File: src/rtl/msg_pkg.sv
// Shared widths and helpers for the message path stages.
package msg_pkg;

    localparam int MSG_DATA_W = 256;
    localparam int MSG_MASK_W = 32;
    localparam int MSG_LEN_W  = 6;
    localparam int CNT_W      = 16;

    // Number of set bits in a byte mask, i.e. the message byte length.
    function automatic logic [MSG_LEN_W-1:0] msg_popcount(input logic [MSG_MASK_W-1:0] mask);
        logic [MSG_LEN_W-1:0] cnt;
        cnt = '0;
        for (int i = 0; i < MSG_MASK_W; i++) begin
            cnt = cnt + MSG_LEN_W'(mask[i]);
        end
        return cnt;
    endfunction

endpackage

File: src/rtl/msg_len_calc.sv
// Combinational byte-length calculator: popcount of a byte mask.
module msg_len_calc
    import msg_pkg::*;
#(
    parameter int MASK_W = MSG_MASK_W,
    parameter int LEN_W  = MSG_LEN_W
) (
    input  logic [MASK_W-1:0] mask,
    output logic [LEN_W-1:0]  length
);

    // Count the valid-byte bits of the mask.
    always_comb begin
        length = '0;
        for (int i = 0; i < MASK_W; i++) begin
            length = length + LEN_W'(mask[i]);
        end
    end

endmodule

File: src/rtl/msg_fifo_buffer.sv
// Show-ahead message FIFO behind the message extractor. Never stalls its
// input: a write that finds the FIFO full is dropped and flagged with a
// one-cycle overflow pulse.
// Handshake: the head entry transfers on any edge where out_valid and
// out_ready are both high; out_valid never depends on out_ready.
// Build option: define MSG_FIFO_STATS_EN to implement msg_count/drop_count;
// otherwise both read 0 and their registers are absent.
module msg_fifo_buffer
    import msg_pkg::*;
#(
    parameter int DEPTH  = 8,
    parameter int ADDR_W = $clog2(DEPTH),
    parameter int DATA_W = MSG_DATA_W,
    parameter int MASK_W = MSG_MASK_W,
    parameter int LEN_W  = MSG_LEN_W
) (
    input  logic              clk,
    input  logic              reset_n,
    input  logic              in_valid,
    input  logic [DATA_W-1:0] in_data,
    input  logic [MASK_W-1:0] in_bytemask,
    input  logic              flush,
    input  logic              out_ready,
    output logic              out_valid,
    output logic [DATA_W-1:0] out_data,
    output logic [MASK_W-1:0] out_bytemask,
    output logic [LEN_W-1:0]  out_length,
    output logic [ADDR_W:0]   fill_level,
    output logic              overflow,
    output logic [CNT_W-1:0]  msg_count,
    output logic [CNT_W-1:0]  drop_count
);

    // Pointers carry one extra wrap bit to tell full from empty.
    logic [ADDR_W:0]   wr_ptr_q, wr_ptr_d;
    logic [ADDR_W:0]   rd_ptr_q, rd_ptr_d;
    logic              overflow_q, overflow_d;

    logic [DATA_W-1:0] data_mem_q [DEPTH];
    logic [MASK_W-1:0] mask_mem_q [DEPTH];
    logic [LEN_W-1:0]  len_mem_q  [DEPTH];

    logic [LEN_W-1:0]  in_length;
    logic              empty, full, pop, wr_qual, wr_accept, drop;

    msg_len_calc #(
        .MASK_W (MASK_W),
        .LEN_W  (LEN_W)
    ) u_len_calc (
        .mask   (in_bytemask),
        .length (in_length)
    );

    // Occupancy, handshake and write acceptance decisions.
    always_comb begin
        empty     = (wr_ptr_q == rd_ptr_q);
        full      = (wr_ptr_q[ADDR_W-1:0] == rd_ptr_q[ADDR_W-1:0]) &&
                    (wr_ptr_q[ADDR_W] != rd_ptr_q[ADDR_W]);
        pop       = !empty && out_ready;
        wr_qual   = in_valid && (in_bytemask != '0) && !flush;
        // A pop frees the head slot on the same edge, so a full FIFO can still take a write.
        wr_accept = wr_qual && (!full || pop);
        drop      = wr_qual && !wr_accept;
    end

    // Next-state for pointers and the overflow pulse; flush wins over everything.
    always_comb begin
        wr_ptr_d   = wr_ptr_q;
        rd_ptr_d   = rd_ptr_q;
        overflow_d = drop;
        if (flush) begin
            wr_ptr_d = '0;
            rd_ptr_d = '0;
        end else begin
            if (wr_accept) wr_ptr_d = wr_ptr_q + 1'b1;
            if (pop)       rd_ptr_d = rd_ptr_q + 1'b1;
        end
    end

    // Pointer and overflow registers.
    always_ff @(posedge clk or negedge reset_n) begin
        if (!reset_n) begin
            wr_ptr_q   <= '0;
            rd_ptr_q   <= '0;
            overflow_q <= 1'b0;
        end else begin
            wr_ptr_q   <= wr_ptr_d;
            rd_ptr_q   <= rd_ptr_d;
            overflow_q <= overflow_d;
        end
    end

    // Entry storage; contents are left unreset since pointers gate visibility.
    always_ff @(posedge clk) begin
        if (wr_accept) begin
            data_mem_q[wr_ptr_q[ADDR_W-1:0]] <= in_data;
            mask_mem_q[wr_ptr_q[ADDR_W-1:0]] <= in_bytemask;
            len_mem_q[wr_ptr_q[ADDR_W-1:0]]  <= in_length;
        end
    end

    // Show-ahead head presentation, forced to zero while empty.
    always_comb begin
        out_valid    = !empty;
        out_data     = '0;
        out_bytemask = '0;
        out_length   = '0;
        if (!empty) begin
            out_data     = data_mem_q[rd_ptr_q[ADDR_W-1:0]];
            out_bytemask = mask_mem_q[rd_ptr_q[ADDR_W-1:0]];
            out_length   = len_mem_q[rd_ptr_q[ADDR_W-1:0]];
        end
    end

    assign fill_level = wr_ptr_q - rd_ptr_q;
    assign overflow   = overflow_q;

`ifdef MSG_FIFO_STATS_EN
    logic [CNT_W-1:0] msg_count_q, msg_count_d;
    logic [CNT_W-1:0] drop_count_q, drop_count_d;

    // Saturating accepted/dropped message counters; flush leaves them alone.
    always_comb begin
        msg_count_d  = msg_count_q;
        drop_count_d = drop_count_q;
        if (wr_accept && (msg_count_q != '1))  msg_count_d  = msg_count_q + 1'b1;
        if (drop && (drop_count_q != '1))      drop_count_d = drop_count_q + 1'b1;
    end

    // Counter registers.
    always_ff @(posedge clk or negedge reset_n) begin
        if (!reset_n) begin
            msg_count_q  <= '0;
            drop_count_q <= '0;
        end else begin
            msg_count_q  <= msg_count_d;
            drop_count_q <= drop_count_d;
        end
    end

    assign msg_count  = msg_count_q;
    assign drop_count = drop_count_q;
`else
    assign msg_count  = '0;
    assign drop_count = '0;
`endif

endmodule

File: config.mk
export PLATFORM = sky130hd
export DESIGN_NAME = msg_fifo_buffer
export DESIGN_NICKNAME = d
export VERILOG_FILES = /design/src/rtl/msg_pkg.sv /design/src/rtl/msg_len_calc.sv /design/src/rtl/msg_fifo_buffer.sv
export SDC_FILE = /design/constraint.sdc
export NUM_CORES = 2
export LEC_CHECK = 0
export ABC_AREA = 1
export CAP_MARGIN = 20
export CORE_MARGIN = 5
export CORE_UTILIZATION = 63
export DETAILED_ROUTE_END_ITERATION = 16
export DONT_BUFFER_PORTS = 1
export HOLD_SLACK_MARGIN = 0.03
export PLACE_DENSITY = 0.87
export SYNTH_ARGS = -nofsm -noshare
export SYNTH_HDL_FRONTEND = slang
export SYNTH_SLANG_ARGS = --single-unit
File: constraint.sdc
create_clock -name clk -period 25.4 [get_ports clk]
set_input_delay 5.08 -clock clk [delete_from_list [all_inputs] [get_ports clk]]
set_output_delay 5.08 -clock clk [all_outputs]
set_load 0.02 [all_outputs]
==> metrics.txt <==
cts hold-fix bufs=0; synthesized area per cell=13.4 um^2; xor-xnor portion of the synthesized cell area=less than 1%; FF+latch area=70900 um^2; Worst R2R Start=rd_ptr_q[2]; multi-input logic area=19000 um^2; max cap viols=0; Crit path top cell by count=buf_4; I/O Buffers=0; fraction of layout cells with a size suffix above 1=a little under 6%; final setup margin=11590 ps; YS warnings=0; peak supply drop=0.119 mV; largest net degree at the start of global routing=roughly 380; crit path time final=between 10000 and 15000 ps; clk slew on worst S/H paths=about 70 ps; Synth Area in Compound Gates=12.0%; failing checks=max-slew violations; Slowest-stage cell, CP=dfrtp_4; CP startpoint kind=flop; Crit path arrival time=8730 ps; critical-path cell list=buf_4 -> buf_4 -> buf_12 -> buf_4 -> buf_4 -> buf_4 -> buf_4 -> o21ai_0 -> o22ai_1 -> o21ai_0 -> nor2_1; combinational family with the most area after synthesis=compound AO/OA/AOI/OAI gates; top post-synthesis cells by area=edfxtp_1 76%, nor2_1 7.3%, o21ai_0 7.0%, o22ai_1 4.0%, clkbuf_1 1.3%; first-pass GRT wire length=347 mm; Setup Buffers After CTS=0; Hold Path Class=reg2reg; clk_skew=53.9 ps; routed vias/inst=6.73; share of the synthesized area in the top cell type=76.5%; P&R area growth vs syn=8.50%; CTS max path bufs=3; Tcrit/Tclk final=54.4%; final cell count without fillers=8825; worst path buffer plus inverter count=7; Synth Area in Adders=less than 1%; Worst Path Required=around 20000 ps; Yosys reg bits=between 2000 and 2500; fmax=between 70 and 80 MHz; number of synthesized flops with an enable pin=2352; clk sink count=2361; worst-margin pin slew=~1500 ps; mean routed wirelength per cell=26.6 um; final setup vio count=0; via count=59400; most common cell in the netlist=edfxtp_1; hpwl dp=119 mm; post-CTS sizing=0; CP Capture Type=output port; GP Congestion=approximately 0.80; worst setup path category=reg2out; synth unique cells=30; vias in the first global route=59000; Top delay family on crit path=buffers and inverters; Seq/Total Area, Yosys=76.7%; Antenna Violating Nets Remaining=0; Sum Neg Setup Slack=0 ps; Post-Syn Area=92400 um^2; Synth Area in Simple Gates=7.51%; Inserted Clock Buffers=214; initial core utilization=63.4%; Hold Vio Cnt, Final=0; Worst Path Max Fanout=103; post-synthesis async set-or-reset flop share=0.381%; area of the die=154000 um^2; number of core rows=between 100 and 150; drt total wl=235 mm; mux cell area share after synthesis=0%; fill count=8583; Max-slew headroom=-0.128%; clock root cell=clkbuf_16; # nets final=7056; Core ar.=roughly 150000 um^2; dominant synthesized flop cell=edfxtp_1; Initial DRC Count=8576; TritonCTS clock tree=done; final slew viol count=16; Critical Path Max Stage Delay=980 ps; top cells by count, synth=2352 x edfxtp_1, 1794 x nor2_1, 1301 x o21ai_0, 588 x o22ai_1, 329 x clkbuf_1; # IOs=625; outcome=complete, but fails checks; RSZ-0062 raised after global routing=no; Static Leakage=32.6 nW; worst hold path startpoint=wr_ptr_q[3]; Cells after DPL=8420; Total GRT Usage=29.6%; Cell Pwr Density=93.5 nW/um^2; H-tree depth=4; die span in x=393 um; die height=393 um; antenna violations before repair=1; dpl ws=12840 ps; drt pass-1 iters=6; worst skew pair latency=840 ps; largest area contributor in the synthesized netlist=edfxtp_1; Synth Instances=6907; drt drc=0; Overflow after GRT=0; CP startpoint=rd_ptr_q[0]
-- worst register-to-register path: stages, from the launching register on --
cell	delay (ps)
dfrtp_4	710
inv_8	690
ha_1	450
inv_1	100
nor3_1	120
nand2_1	210
nand3_1	360
nor3_2	240
buf_4	760
buf_4	990
buf_4	770
buf_4	950
-- registers in the layout (all words and copies together), names as in the netlist --
register and cells:
overflow 1, data_mem_q 2048, rd_ptr_q 4, len_mem_q 48
wr_ptr_q 4, mask_mem_q 256
-- layout by cell type, fill, tap and decap left out, types with 6 or more instances in the layout --
cell type,n
buf_4,81
fa_1,25
o21ai_1,171
conb_1,32
clkinv_1,45
nor2_1,1789
edfxtp_1,2352
ha_1,14
o22ai_1,588
bufinv_16,18
nand2_1,25
inv_6,8
nand3_1,14
clkbuf_16,219
clkbuf_1,54
o21ai_0,1301
clkinv_2,43
dfrtp_1,6
buf_12,7
inv_1,65
clkinvlp_4,6
xor2_1,6
-- stage by stage --
step                      instance area [um^2]  power [mW]  hold WS [ps]  util [%]
after CTS                               100000        9.34           596      68.7
final                                   100000        9.37           599      68.8
after detailed placement                 93200        6.22           553      64.0
after floorplan                          92500        5.83           519         -
after global routing                    100000        9.70           628      68.8
after global placement                   93200        6.14           549      64.0
-- power by group --
group	switching [mW]	internal [mW]	total, mW
sequential	0.0281	4.45	4.48
combinational	1.34	0.397	1.74
clock	1.39	1.77	3.15
-- cells by family after synthesis --
family                     Yosys count
xor gates and xnor gates             9
other                                1
adders and majority gates           39
and+or+nand+nor                   1840
AOI/OAI and AO/OA                 2068
DFF                               2361
buffers and inverters              589
-- final timing paths --
path	endpoint	cells past startpoint	slack [ps]
min in group asynchronous	rd_ptr_q[0]	0	3930
max in group asynchronous	rd_ptr_q[1]	0	21390
setup / recovery	out_data[102]	11	11590
hold / removal	wr_ptr_q[3]	2	600
hold reg to reg	wr_ptr_q[3]	2	600
setup reg to reg	data_mem_q[5][119]	11	18580
-- final cells by class --
class | count | area share (%)
well taps | 1917 | 2.39
diodes | 2 | 0.00499
inverters | 68 | 0.296
clock inverters | 125 | 1.17
multi-input cells | 3988 | 18.9
clock buffers | 273 | 5.67
flip-flops and latches | 2361 | 70.7
repair buffers | 91 | 0.813
-- layer usage --
metal / GRT usage [%] / wire length [um] / up-vias
met5: 0 / 18 / -
met4: 15.0 / 12400 / 2
met3: 8.94 / 33100 / 841
met2: 48.2 / 114000 / 4809
met1: 36.4 / 76000 / 28600
li1: - / - / 25100
Note: power is estimated with default switching activity, not from simulation.
